===== config.mk =====
export PLATFORM = sky130hd
export DESIGN_NAME = mux4_rr_select
export DESIGN_NICKNAME = d
export VERILOG_FILES = /design/src/rtl/mux4_rr_select_pkg.sv /design/src/rtl/mux4_rr_select_rr_pick4.sv /design/src/rtl/mux4_rr_select.sv
export SDC_FILE = /design/constraint.sdc
export NUM_CORES = 1
export LEC_CHECK = 0
export CORE_MARGIN = 1.5
export CORE_UTILIZATION = 55
export CTS_BUF_LIST = sky130_fd_sc_hd__clkbuf_8 sky130_fd_sc_hd__clkbuf_16
export CTS_CLUSTER_DIAMETER = 30
export CTS_CLUSTER_SIZE = 30
export DETAILED_ROUTE_END_ITERATION = 12
export GPL_TIMING_DRIVEN = 0
export PLACE_DENSITY = 0.82
export SETUP_SLACK_MARGIN = 0.3
export SYNTH_ARGS = -nofsm -noshare
export SYNTH_HDL_FRONTEND = slang
export SYNTH_SLANG_ARGS = --single-unit

===== constraint.sdc =====
create_clock -name clock -period 5.8 [get_ports clock]
set_clock_uncertainty 0.15 [all_clocks]
set_input_delay 0.87 -clock clock [delete_from_list [all_inputs] [get_ports clock]]
set_output_delay 0.87 -clock clock [all_outputs]
set_load 0.02 [all_outputs]

===== src/rtl/mux4_rr_select_pkg.sv =====
// Shared types, constants and helpers for the 4-channel round-robin mux-select arbiter.
package mux4_rr_select_pkg;

  localparam int unsigned NUM_CH = 4;
  localparam int unsigned IDX_W  = 2;

  typedef enum logic {
    IDLE  = 1'b0,
    GRANT = 1'b1
  } state_e;

  // One-hot (or zero) channel vector to its 2-bit index.
  function automatic logic [IDX_W-1:0] onehot_to_idx(input logic [NUM_CH-1:0] oh);
    logic [IDX_W-1:0] idx;
    idx[0] = oh[1] | oh[3];
    idx[1] = oh[2] | oh[3];
    return idx;
  endfunction

  // 2-bit index to one-hot channel vector.
  function automatic logic [NUM_CH-1:0] idx_to_onehot(input logic [IDX_W-1:0] idx);
    return NUM_CH'(1) << idx;
  endfunction

endpackage


===== src/rtl/mux4_rr_select_rr_pick4.sv =====
// Combinational rotating-priority picker: first set req bit starting at ptr, wrapping mod 4.
module rr_pick4
  import mux4_rr_select_pkg::*;
(
  input  logic [NUM_CH-1:0] req,
  input  logic [IDX_W-1:0]  ptr,
  output logic              found,
  output logic [IDX_W-1:0]  idx
);

  // Scan from furthest to nearest so the nearest candidate to ptr wins.
  always_comb begin
    logic [IDX_W-1:0] w_cand;
    found  = 1'b0;
    idx    = ptr;
    w_cand = ptr;
    for (int i = NUM_CH - 1; i >= 0; i--) begin
      w_cand = ptr + IDX_W'(i);
      if (req[w_cand]) begin
        found = 1'b1;
        idx   = w_cand;
      end
    end
  end

endmodule


===== src/rtl/mux4_rr_select.sv =====
// Round-robin arbiter driving the select pair of a 4-to-1 mux, with per-grant hold limit.
module mux4_rr_select
  import mux4_rr_select_pkg::*;
#(
  parameter int unsigned HOLD_CYCLES = 4,
  parameter int unsigned CNT_W       = 3
) (
  input  logic              clock,
  input  logic              reset_n,
  input  logic [NUM_CH-1:0] req,
  input  logic              done,
  output logic [NUM_CH-1:0] grant,
  output logic              s1,
  output logic              s0,
  output logic              busy
);

  state_e            r_state;
  logic [IDX_W-1:0]  r_ptr;
  logic [CNT_W-1:0]  r_cnt;
  logic [NUM_CH-1:0] r_grant;
  logic              r_s1;
  logic              r_s0;
  logic              r_busy;

  logic [IDX_W-1:0]  w_k;
  logic              w_release;
  logic [IDX_W-1:0]  w_next_ptr;
  logic [IDX_W-1:0]  w_pick_ptr;
  logic              w_found;
  logic [IDX_W-1:0]  w_idx;

  // Release decision for the current grantee; the picker sees the advanced pointer on release.
  always_comb begin
    w_k        = onehot_to_idx(r_grant);
    w_next_ptr = w_k + IDX_W'(1);
    w_release  = 1'b0;
    if (r_state == GRANT) begin
      w_release = done | ~req[w_k] | (r_cnt == CNT_W'(HOLD_CYCLES - 1));
    end
    w_pick_ptr = w_release ? w_next_ptr : r_ptr;
  end

  rr_pick4 u_pick (
    .req   (req),
    .ptr   (w_pick_ptr),
    .found (w_found),
    .idx   (w_idx)
  );

  always_ff @(posedge clock) begin
    if (!reset_n) begin
      r_state <= IDLE;
      r_ptr   <= '0;
      r_cnt   <= '0;
      r_grant <= '0;
      r_s1    <= 1'b0;
      r_s0    <= 1'b0;
      r_busy  <= 1'b0;
    end else begin
      case (r_state)
        IDLE: begin
          if (w_found) begin
            r_state <= GRANT;
            r_grant <= idx_to_onehot(w_idx);
            r_s1    <= w_idx[1];
            r_s0    <= w_idx[0];
            r_busy  <= 1'b1;
            r_cnt   <= '0;
          end
        end
        GRANT: begin
          if (w_release) begin
            r_ptr <= w_next_ptr;
            r_cnt <= '0;
            if (w_found) begin
              // Back-to-back handover without an idle bubble.
              r_grant <= idx_to_onehot(w_idx);
              r_s1    <= w_idx[1];
              r_s0    <= w_idx[0];
            end else begin
              r_state <= IDLE;
              r_grant <= '0;
              r_busy  <= 1'b0;
            end
          end else begin
            r_cnt <= r_cnt + CNT_W'(1);
          end
        end
        default: r_state <= IDLE;
      endcase
    end
  end

  assign grant = r_grant;
  assign s1    = r_s1;
  assign s0    = r_s0;
  assign busy  = r_busy;

endmodule


==> impl_metrics.csv <==
group,metric,value,unit
grt,via_count_of_the_first_global_routing_pass,752,
min_path,holdCritPathClass,"reg2reg",
synthesis,yosysUniqueCellTypes,43,
worst_setup_path,cp-end-kind,"flop",
synthesis,post_synth_most_frequent_cells,"13 x sky130_fd_sc_hd__dfxtp_1, 9 x sky130_fd_sc_hd__nand2_1, 9 x sky130_fd_sc_hd__nor2_1",
worst_setup_path,timing.critical_path.slowest_cell_delay,0.62,ns
floorplanning,core.rowCount,14,
worst_setup_path,cell_count_of_the_worst_reg_to_reg_path,8,
worst_setup_path,critical_path_peak_fanout,7,
synthesis,synth-xor-area-share,1.025,%
clock_tree,post_cts_resize_count,0,
finish,layout-drive-gt1-share,18.52,%
drt,routed_wire_length_per_instance,15.36,um
synthesis,synth_compound_area_share,32.36,%
floorplanning,ioPinCount,14,
clock_tree,cts_made_buffers,3,
floorplanning,initial_utilization,58.08,%
placement,port_buffer_count,12,
sta,fmax,0.2974,GHz
worst_setup_path,critical_path.cell_chain,"clkdlybuf4s50_1 > inv_2 > a211oi_4 > a31o_2 > mux2_2 > a32oi_1 > nand2_1 > a32o_1",
grt,globalRouteTotalUtil,24.26,%
drt,vias_per_cell,6.137,
sta,final.setup.tns,0,ns
drt,first_iter_violations,6,
floorplanning,placeableCoreArea,0.001471,mm2
synthesis,yosys-mux-area-fraction,7.467,%
sta,timing.final.crit_share,57.97,%
synthesis,synth_adder_area_share,4.100,%
clock_tree,clock_tree_buf_depth,2,
power,ir_drop,238.8,uV
synthesis,synth-seq-area-share,30.45,%
synthesis,synth_top_family_by_area,"compound AO/OA/AOI/OAI gates",
synthesis,synth.top_cells.by_area,"sky130_fd_sc_hd__dfxtp_1 30%, sky130_fd_sc_hd__a211oi_4 4.7%, sky130_fd_sc_hd__nand2_1 4.0%",
grt,grt.overflow.total,0,
worst_setup_path,critPathKind,"in2reg",
grt,grt_first_pass_wirelength,3.249,mm
synthesis,post-synth-top-area-cell,"sky130_fd_sc_hd__dfxtp_1",
synthesis,netlist_instances,92,
worst_setup_path,worst-endpoint-required,5.79,ns
finish,finish.net_count,118,
flow_run,maxCapViolations,0,
synthesis,post_synth_and_or_nand_nor_area_fraction,20.20,%
grt,grt_start_max_net_pins,11,
sta,setup-violations-final,0,
synthesis,yosys_most_used_dff,"sky130_fd_sc_hd__dfxtp_1",
synthesis,synth.ff_latch_count,13,
synthesis,synth.yosys.warnings,0,
placement,dpl.hpwl,1.357,mm
finish,finish.instance_area,0.001040,mm2
clock_tree,clock_sinks,13,
finish,fill_cells,124,
clock_tree,tritoncts,"yes",
synthesis,postSynth.asyncResetShare,0,%
floorplanning,chipWidth,42.42,um
synthesis,synth_top_cell_area_share,30.45,%
floorplanning,die_area,0.001799,mm2
clock_tree,ctsHoldBuffers,0,
finish,antenna_cells,0,
power,power.density,272.5,mW/mm2
synthesis,post_synth_instance_area,854.6,um2
worst_setup_path,reg2reg_from,"r_cnt[0]",
floorplanning,die-height,42.42,um
sta,grt_setup_unrepaired,"false",
power,leakage,0.3889,nW
clock_tree,clock_tree.htree_level_count,1,
worst_setup_path,worst_path_max_delay_cell,"sky130_fd_sc_hd__clkdlybuf4s50_1",
min_path,hold_path_depth,2,
clock_tree,cts.clk_slew.worst_paths,0.05,ns
clock_tree,clk-insertion-delay-late,0.25,ns
worst_setup_path,worst-endpoint-arrival,3.35,ns
placement,gp_congestion,0.8205,
clock_tree,clockRootBuffer,"sky130_fd_sc_hd__clkbuf_8",
drt,drt_first_pass_iters,5,
status,status,"complete, no violations",
sta,timing.max_slew.rel_slack,48.32,%
synthesis,synth_most_common_cell,"sky130_fd_sc_hd__dfxtp_1",
worst_setup_path,timing.critical_path.from,"req[3]",
drt,detail_route.wirelength,1.905,mm
placement,postPlaceCellArea,994.7,um2
drt,detailroute.via_count,761,
synthesis,synth_fp_nets,101,
sta,finalHoldViolations,0,
drt,antenna_violating_nets_post_route,0,
finish,areaGrowthSynthToFinish,21.67,%
drt,detail_route.drc_violations,0,
synthesis,number_of_enable_type_register_cells_in_the_synthesized_netlist,0,
min_path,hold_path.startpoint,"s1",
clock_tree,post-cts-setup-buffer-count,0,
sta,tightestPinTransition,0.7682,ns
synthesis,postSynthAreaPerCell,9.289,um2
grt,antenna_found_initial,0,
worst_setup_path,start_kind,"input pin",
sta,layout_min_cycle_time,3.362,ns
sta,report.final.slew_viol_count,0,
==> power breakdown <==
part / internal [W] / switching (W) / leakage (nW) / total [W]
clock network: 0.0000468 / 0.0000341 / 0.0269 / 0.0000809
registers: 0.0000977 / 0.00000830 / 0.107 / 0.000106
logic: 0.0000446 / 0.0000517 / 0.255 / 0.0000963
total: 0.000189 / 0.0000941 / 0.389 / 0.000283
==> final timing paths <==
path,endpoint,slack (ns)
setup reg to reg,grant[0],3.12
hold / removal,s1,0.33
setup / recovery,grant[0],2.44
hold reg to reg,s1,0.33
==> flip-flops by register name, indices dropped and copies added (netlist names) <==
signal	flops
grant	4
r_cnt	3
r_ptr	2
busy	1
r_state	1
s0	1
s1	1
==> cells by family (layout without fill, tap and decap cells) <==
| family | Yosys count | in the layout |
|---|---|---|
| simple gates | 34 | 34 |
| compound gates | 28 | 28 |
| flops | 13 | 13 |
| buf+inv | 8 | 24 |
| mux | 5 | 5 |
| fa+ha+maj | 3 | 3 |
| xor+xnor | 1 | 1 |
==> placed cells by master, fill, tap and decap left out, types with 2 or more instances in the layout <==
cell,netlist,layout
sky130_fd_sc_hd__nor2b_1,4,4
sky130_fd_sc_hd__ha_1,2,2
sky130_fd_sc_hd__clkbuf_8,0,3
sky130_fd_sc_hd__nor2_1,9,9
sky130_fd_sc_hd__dfxtp_1,13,13
sky130_fd_sc_hd__o31ai_1,2,2
sky130_fd_sc_hd__a311oi_1,2,2
sky130_fd_sc_hd__inv_1,5,6
sky130_fd_sc_hd__clkdlybuf4s50_1,0,12
sky130_fd_sc_hd__o21ai_0,6,6
sky130_fd_sc_hd__a211oi_4,2,2
sky130_fd_sc_hd__mux2i_1,3,3
sky130_fd_sc_hd__and2_1,4,4
sky130_fd_sc_hd__nand2_1,9,9
==> stage by stage <==
step	utilization (%)	cells	power [W]	setup WS, ns	hold slack, ns
2_1_floorplan	-	92	0.0001743	3.102	0.3420
3_3_place_gp	67.60	120	0.0002004	2.245	0.3061
3_5_place_dp	67.60	120	0.0002026	2.205	0.3138
4_1_cts	70.66	124	0.0002827	2.444	0.3294
5_1_grt	70.66	124	0.0002956	2.313	0.3607
6_report	70.66	124	0.0002833	2.438	0.3289
==> metal layers <==
layer / vias up / routed length [um] / global-route usage, %
met5: - / 0 / 0
li1: 371 / - / -
met1: 376 / 862 / 28.61
met2: 9 / 960 / 42.46
met3: 5 / 42 / 3.879
met4: 0 / 40 / 11.25
==> final cells by class <==
class                           count  area [um2]  share of cell area [%]
Clock inverter                      1       3.754                  0.3610
Inverter                            6       22.52                   2.166
Clock buffer                        3       41.29                   3.971
Buffer                              2       15.01                   1.444
Timing Repair Buffer               12       120.1                   11.55
Tap cell                           16       20.02                   1.925
Multi-Input combinational cell     71       556.8                   53.55
Sequential cell                    13       260.3                   25.03
==> critical path, delay by kind of cell <==
family                 cells  cell delay [ns]
AOI/OAI and AO/OA          4             1.27
buffers and inverters      2             0.72
muxes                      1             0.35
and+or+nand+nor            1             0.14
Note: power is estimated with default switching activity, not from simulation.
